### src/rtl/mixer_pkg.sv
// Shared FSM state type, accumulator sizing and output saturation for the track mixer.
// Pure declarations; no timing or flow-control behaviour of its own.
package mixer_pkg;

  typedef enum logic [1:0] {
    IDLE,
    ACCUM,
    OUTPUT
  } mix_state_t;

  // Widest intermediate the saturation helper accepts; lanes sign-extend into it.
  localparam int SAT_W = 64;

  typedef struct packed {
    logic signed [SAT_W-1:0] value;
    logic                    clip;
  } sat_t;

  function automatic int acc_width(input int width, input int gain_width, input int num_tracks);
    return width + gain_width + 1 + $clog2(num_tracks);
  endfunction

  function automatic sat_t saturate(input logic signed [SAT_W-1:0] acc, input int width);
    logic signed [SAT_W-1:0] hi;
    logic signed [SAT_W-1:0] lo;
    sat_t                    res;
    hi        = (64'sd1 <<< (width - 1)) - 64'sd1;
    lo        = -hi - 64'sd1;
    res.value = acc;
    res.clip  = 1'b0;
    if (acc > hi) begin
      res.value = hi;
      res.clip  = 1'b1;
    end else if (acc < lo) begin
      res.value = lo;
      res.clip  = 1'b1;
    end
    return res;
  endfunction

endpackage

### src/rtl/mixer_lane.sv
// One stereo lane: serial multiply-accumulate, floor shift, saturate into the output register.
// Result registered on load_in; no backpressure, sequencing comes from the parent FSM.
module mixer_lane
  import mixer_pkg::*;
#(
  parameter int WIDTH      = 16,
  parameter int GAIN_WIDTH = 8,
  parameter int NUM_TRACKS = 4,
  parameter int GAIN_SHIFT = 7
) (
  input  logic                    clk_in,
  input  logic                    rst_in,
  input  logic                    clear_in,
  input  logic                    accum_in,
  input  logic                    audible_in,
  input  logic                    load_in,
  input  logic signed [WIDTH-1:0] sample_in,
  input  logic [GAIN_WIDTH-1:0]   gain_in,
  output logic signed [WIDTH-1:0] data_out,
  output logic                    clip_out
);

  localparam int ACC_W  = acc_width(WIDTH, GAIN_WIDTH, NUM_TRACKS);
  localparam int PROD_W = WIDTH + GAIN_WIDTH + 1;

  logic signed [PROD_W-1:0] product;
  logic signed [ACC_W-1:0]  acc;
  logic signed [ACC_W-1:0]  shifted;
  sat_t                     sat;

  // Gain is zero-extended so the multiply stays signed and 2^GAIN_WIDTH-1 is reachable.
  assign product = PROD_W'(sample_in) * PROD_W'($signed({1'b0, gain_in}));
  assign shifted = acc >>> GAIN_SHIFT;
  assign sat     = saturate(SAT_W'(shifted), WIDTH);

  always_ff @(posedge clk_in) begin
    if (rst_in) begin
      acc      <= '0;
      data_out <= '0;
      clip_out <= 1'b0;
    end else begin
      clip_out <= 1'b0;
      if (clear_in) begin
        acc <= '0;
      end else if (accum_in && audible_in) begin
        acc <= acc + ACC_W'(product);
      end
      if (load_in) begin
        data_out <= WIDTH'(sat.value);
        clip_out <= sat.clip;
      end
    end
  end

endmodule

### src/rtl/track_mixer.sv
// N-track stereo mixer: snapshot a frame, accumulate one track per cycle, output NUM_TRACKS+2 cycles later.
// No backpressure; a frame request while busy is dropped and flagged on overrun_out.
module track_mixer
  import mixer_pkg::*;
#(
  parameter int WIDTH      = 16,
  parameter int NUM_TRACKS = 4,
  parameter int GAIN_WIDTH = 8,
  parameter int GAIN_SHIFT = 7,
  localparam int SEL_W     = (NUM_TRACKS > 1) ? $clog2(NUM_TRACKS) : 1
) (
  input  logic                             clk_in,
  input  logic                             rst_in,
  input  logic                             sample_valid_in,
  input  logic [NUM_TRACKS*WIDTH-1:0]      data_l_in,
  input  logic [NUM_TRACKS*WIDTH-1:0]      data_r_in,
  input  logic [NUM_TRACKS*GAIN_WIDTH-1:0] gain_in,
  input  logic [NUM_TRACKS-1:0]            mute_in,
  input  logic                             solo_enable_in,
  input  logic [SEL_W-1:0]                 solo_sel_in,
  output logic signed [WIDTH-1:0]          data_l_out,
  output logic signed [WIDTH-1:0]          data_r_out,
  output logic                             valid_out,
  output logic                             busy_out,
  output logic                             clip_l_out,
  output logic                             clip_r_out,
  output logic                             overrun_out
);

  localparam logic [SEL_W-1:0] LAST_IDX = SEL_W'(NUM_TRACKS - 1);

  mix_state_t state_q, state_d;
  logic [SEL_W-1:0] idx;
  logic             start, accum, load, audible;

  logic signed [WIDTH-1:0] snap_l    [NUM_TRACKS];
  logic signed [WIDTH-1:0] snap_r    [NUM_TRACKS];
  logic [GAIN_WIDTH-1:0]   snap_gain [NUM_TRACKS];
  logic [NUM_TRACKS-1:0]   snap_mute;
  logic                    snap_solo_en;
  logic [SEL_W-1:0]        snap_solo_sel;

  // The valid_out cycle still counts as busy, so a request landing on it is an overrun.
  assign busy_out = (state_q != IDLE) || valid_out;
  assign audible  = snap_solo_en ? (idx == snap_solo_sel) : !snap_mute[idx];

  always_comb begin
    state_d = state_q;
    start   = 1'b0;
    accum   = 1'b0;
    load    = 1'b0;
    unique case (state_q)
      IDLE: begin
        if (sample_valid_in && !valid_out) begin
          start   = 1'b1;
          state_d = ACCUM;
        end
      end
      ACCUM: begin
        accum = 1'b1;
        if (idx == LAST_IDX) state_d = OUTPUT;
      end
      OUTPUT: begin
        load    = 1'b1;
        state_d = IDLE;
      end
      default: state_d = IDLE;
    endcase
  end

  always_ff @(posedge clk_in) begin
    if (rst_in) begin
      state_q       <= IDLE;
      idx           <= '0;
      valid_out     <= 1'b0;
      overrun_out   <= 1'b0;
      snap_mute     <= '0;
      snap_solo_en  <= 1'b0;
      snap_solo_sel <= '0;
    end else begin
      state_q     <= state_d;
      valid_out   <= load;
      overrun_out <= sample_valid_in && busy_out;
      if (start) begin
        idx           <= '0;
        snap_mute     <= mute_in;
        snap_solo_en  <= solo_enable_in;
        snap_solo_sel <= solo_sel_in;
      end else if (accum) begin
        idx <= idx + SEL_W'(1);
      end
    end
  end

  // Sample and gain snapshot needs no reset: it is only read after a start loads it.
  always_ff @(posedge clk_in) begin
    if (start) begin
      for (int t = 0; t < NUM_TRACKS; t++) begin
        snap_l[t]    <= data_l_in[t*WIDTH +: WIDTH];
        snap_r[t]    <= data_r_in[t*WIDTH +: WIDTH];
        snap_gain[t] <= gain_in[t*GAIN_WIDTH +: GAIN_WIDTH];
      end
    end
  end

  mixer_lane #(
    .WIDTH     (WIDTH),
    .GAIN_WIDTH(GAIN_WIDTH),
    .NUM_TRACKS(NUM_TRACKS),
    .GAIN_SHIFT(GAIN_SHIFT)
  ) u_lane_l (
    .clk_in    (clk_in),
    .rst_in    (rst_in),
    .clear_in  (start),
    .accum_in  (accum),
    .audible_in(audible),
    .load_in   (load),
    .sample_in (snap_l[idx]),
    .gain_in   (snap_gain[idx]),
    .data_out  (data_l_out),
    .clip_out  (clip_l_out)
  );

  mixer_lane #(
    .WIDTH     (WIDTH),
    .GAIN_WIDTH(GAIN_WIDTH),
    .NUM_TRACKS(NUM_TRACKS),
    .GAIN_SHIFT(GAIN_SHIFT)
  ) u_lane_r (
    .clk_in    (clk_in),
    .rst_in    (rst_in),
    .clear_in  (start),
    .accum_in  (accum),
    .audible_in(audible),
    .load_in   (load),
    .sample_in (snap_r[idx]),
    .gain_in   (snap_gain[idx]),
    .data_out  (data_r_out),
    .clip_out  (clip_r_out)
  );

endmodule

### config.mk
export PLATFORM = sky130hd
export DESIGN_NAME = track_mixer
export DESIGN_NICKNAME = d
export VERILOG_FILES = /design/src/rtl/mixer_pkg.sv /design/src/rtl/mixer_lane.sv /design/src/rtl/track_mixer.sv
export SDC_FILE = /design/constraint.sdc
export NUM_CORES = 1
export LEC_CHECK = 0
export ABC_AREA = 1
export CAP_MARGIN = 5
export CORE_MARGIN = 5
export CORE_UTILIZATION = 25
export DETAILED_ROUTE_END_ITERATION = 8
export PLACE_DENSITY = 0.44
export SKIP_CTS_REPAIR_TIMING = 1
export SYNTH_ARGS = -nofsm -noshare
export SYNTH_HDL_FRONTEND = slang
export SYNTH_SLANG_ARGS = --single-unit
### constraint.sdc
create_clock -name clk_in -period 6.3 [get_ports clk_in]
set_input_delay 0.945 -clock clk_in [delete_from_list [all_inputs] [get_ports clk_in]]
set_output_delay 0.945 -clock clk_in [all_outputs]
set_load 0.02 [all_outputs]
==> impl_summary.log <==
INFO  metric fin_worst_skew = 0.0286 ns
INFO  metric cts.clk_slew.worst_paths = 0.07 ns
INFO  metric drc = 0
INFO  metric fmax = 169 MHz
INFO  metric synthTopCellsByCount = 602 x nand2_1, 529 x inv_1, 254 x fa_1, 226 x nor2_1, 169 x a21oi_1
INFO  metric final_min_period_over_clock_period = 94.1%
INFO  metric fin_ws = 0.372 ns
INFO  metric timing_hold_violations_final = 0
INFO  metric grt_pass1_wl = 102,000 um
INFO  metric mappedNetlistArea = 0.0220 mm^2
INFO  metric core.rowCount = 109
INFO  metric vias = 16.6k
INFO  metric htree_levels = 2
INFO  metric start_util = 25.1%
INFO  metric status = finished clean
INFO  metric finalSetupViolations = 0
INFO  metric worstSkewPairLatency = 0.55 ns
INFO  metric tightestPinTransition = 1.13 ns
INFO  metric antenna_violations_before_repair = 2
INFO  metric finalCriticalPeriod = 5.93 ns
INFO  metric filler_cell_count = 9,386
INFO  metric detailedPlacementHpwl = 53,300 um
INFO  metric num_io_pins = 207
INFO  metric synth_ff_type = edfxtp_1
INFO  metric maxCapViolCount = 0
INFO  metric critPathRequiredTime = 6.75 ns
INFO  metric cp.arrival = 6.38 ns
INFO  metric drt_pre_antenna_iters = 6
INFO  metric largest_net_degree_at_the_start_of_global_routing = 167
INFO  metric maxSlewHeadroom = 25.0%
INFO  metric synth_cell_type_count = 40
INFO  metric synth.yosys.warnings = 0
INFO  metric syn_nets = 3,091
INFO  metric average_footprint_of_a_synthesized_cell = 8.65 um^2
INFO  metric layout-drive-gt1-share = 6.68%
INFO  metric yosys.cell_count.top_type = nand2_1
INFO  metric ys_seq_area_share = 31.2%
INFO  metric synth-seq-cells = 263
INFO  metric start_kind = flip-flop
INFO  metric maxSlewViolCount = 0
INFO  metric grt_util_all_layers = 14.0%
INFO  metric async_reset_ff_share = 0%
INFO  metric die-width = 307 um
INFO  metric synth_area_leaders = fa_1 23%, edfxtp_1 22%, nand2_1 10%
INFO  metric layout.cells.non_filler = 3,950
INFO  metric cts_inserted_buffers = 34
INFO  metric cts.sinks = 263
INFO  metric place.port_buffers = 206
INFO  metric clock_tree.root_cell = clkbuf_16
INFO  metric post_synth_inst_count = 2,548
INFO  metric cts_buffer_depth = 3
INFO  metric number_of_violations_reported_at_the_end_of_detailed_routing_iteration_0 = 873
INFO  metric rsz_0062_raised_after_global_routing = true
INFO  metric pre_cts_ws = 0.262 ns
INFO  metric synth_top_area_cell = fa_1
INFO  metric overflow = 0
INFO  metric count_of_flip_flops_with_a_built_in_enable_after_synthesis = 160
INFO  metric finalWirelength = 65,400 um
INFO  metric gp_routability_congestion = 0.852
INFO  metric fp.dieH = 307 um
INFO  metric final_nets = 3,301
INFO  metric post-synth-top-area-fraction = 23.1%
INFO  metric timing.setup.critical_path_class = flip-flop to flip-flop
INFO  metric post-place-cells = 3,887
INFO  metric syn2layout_area_growth = 20.9%
INFO  metric worst_hold_path_type = flip-flop to flip-flop
INFO  metric cts_tree = yes
INFO  metric route.detailed.vias_per_inst = 4.21
INFO  metric end_kind = flip-flop
INFO  metric coreArea = 0.0880 mm^2
INFO  metric design.die.area = 0.0942 mm^2
INFO  metric critPathMaxFanout = 26
INFO  metric detail_route.wl_per_cell = 16.6 um
INFO  metric drt.antenna.violating_nets = 0
INFO  metric via_count_of_the_first_global_routing_pass = 17.8k
-- cell usage in the layout (no fill, tap or decap), types with 29 or more instances in the layout --
cell,netlist,layout
o21ai_0,60,60
a21oi_1,169,169
dfxtp_1,103,102
buf_4,19,29
nand2_1,602,602
inv_1,529,529
clkdlybuf4s50_1,0,206
clkbuf_16,0,34
edfxtp_1,160,160
nand3_1,72,72
ha_1,119,119
fa_1,254,254
inv_2,34,33
nor2_1,226,225
-- worst max-delay path: stages, from the launching register on --
cell	delay, ns
dfxtp_4	0.41
clkinv_4	0.19
nand2_1	0.10
a32oi_2	0.27
inv_2	0.21
nor2_2	0.19
inv_1	0.10
fa_1	0.60
buf_4	0.20
fa_1	0.48
inv_1	0.06
fa_1	0.48
fa_1	0.48
inv_1	0.05
fa_1	0.47
inv_1	0.04
ha_1	0.40
nand2_1	0.15
nor2_1	0.23
nand2_1	0.13
nor2_1	0.12
nand2_1	0.10
nand4_1	0.11
nand3_1	0.09
nand2_1	0.10
inv_1	0.04
-- final timing paths --
path                                           from                                end  slack [ns]  cells after the start
hold / removal    u_lane_r.data_out[0]$_SDFFE_PP0P_  u_lane_r.data_out[0]$_SDFFE_PP0P_        0.46                      2
setup reg to reg                          flip-flop      u_lane_l.acc[22]$_SDFFE_PP0P_        0.37                     25
setup / recovery                          flip-flop      u_lane_l.acc[22]$_SDFFE_PP0P_        0.37                     25
hold reg to reg   u_lane_r.data_out[0]$_SDFFE_PP0P_  u_lane_r.data_out[0]$_SDFFE_PP0P_        0.46                      2
-- registers in the layout, indices dropped and copies added (netlist names), 2 cells and up, named ones only --
name and flops:
snap_mute 4, u_lane_r.data_out 16, snap_l 64, u_lane_l.data_out 16, snap_r 64, u_lane_l.acc 27
state_q 2, snap_gain 32, u_lane_r.acc 27, snap_solo_sel 2, idx 2
-- cell type report --
| cell class | instances | area [um^2] | share of cell area [%] |
|---|---|---|---|
| Multi-Input combinational cell | 1647 | 12600 | 47.4 |
| Sequential cell | 263 | 6870 | 25.8 |
| Timing Repair Buffer | 247 | 2480 | 9.32 |
| Inverter | 565 | 2130 | 7.99 |
| Tap cell | 1165 | 1460 | 5.47 |
| Clock buffer | 46 | 926 | 3.48 |
| Clock inverter | 16 | 138 | 0.517 |
| Antenna cell | 1 | 2.50 | 0.00939 |
-- through the flow --
step           util (%)  hold slack, ns  TNS (ns)  cell area [um^2]
6_report           30.3           0.462         0             26600
5_1_grt            30.3           0.487   -0.0165             26600
4_1_cts            30.2           0.465         0             26600
3_5_place_dp       29.0           0.455         0             25500
3_3_place_gp       29.0           0.456         0             25500
2_1_floorplan         -           0.444         0             22000
-- layer usage --
metal / vias up / global-route usage, % / share of wire (%)
met5: - / 0 / 0
met4: 0 / 3.05 / 2.0
met3: 67 / 1.43 / 2.7
met2: 202 / 27.6 / 55
met1: 8102 / 16.2 / 40
li1: 8267 / - / -
-- kinds of logic (layout without fill, tap and decap cells) --
kind of cell | Yosys count | after routing | share of synthesized area (%)
buffers and inverters | 638 | 874 | 11.7
flip-flops | 263 | 263 | 31.2
AND/OR/NAND/NOR | 953 | 953 | 17.3
other | 0 | 1 | 0
adder cells (fa/ha/maj) | 373 | 373 | 29.8
AO/OA/AOI/OAI | 291 | 291 | 8.75
XOR/XNOR | 30 | 30 | 1.19
Power is not shown: default switching activity piles up to over one toggle a cycle in this logic, so the estimate is an artifact.
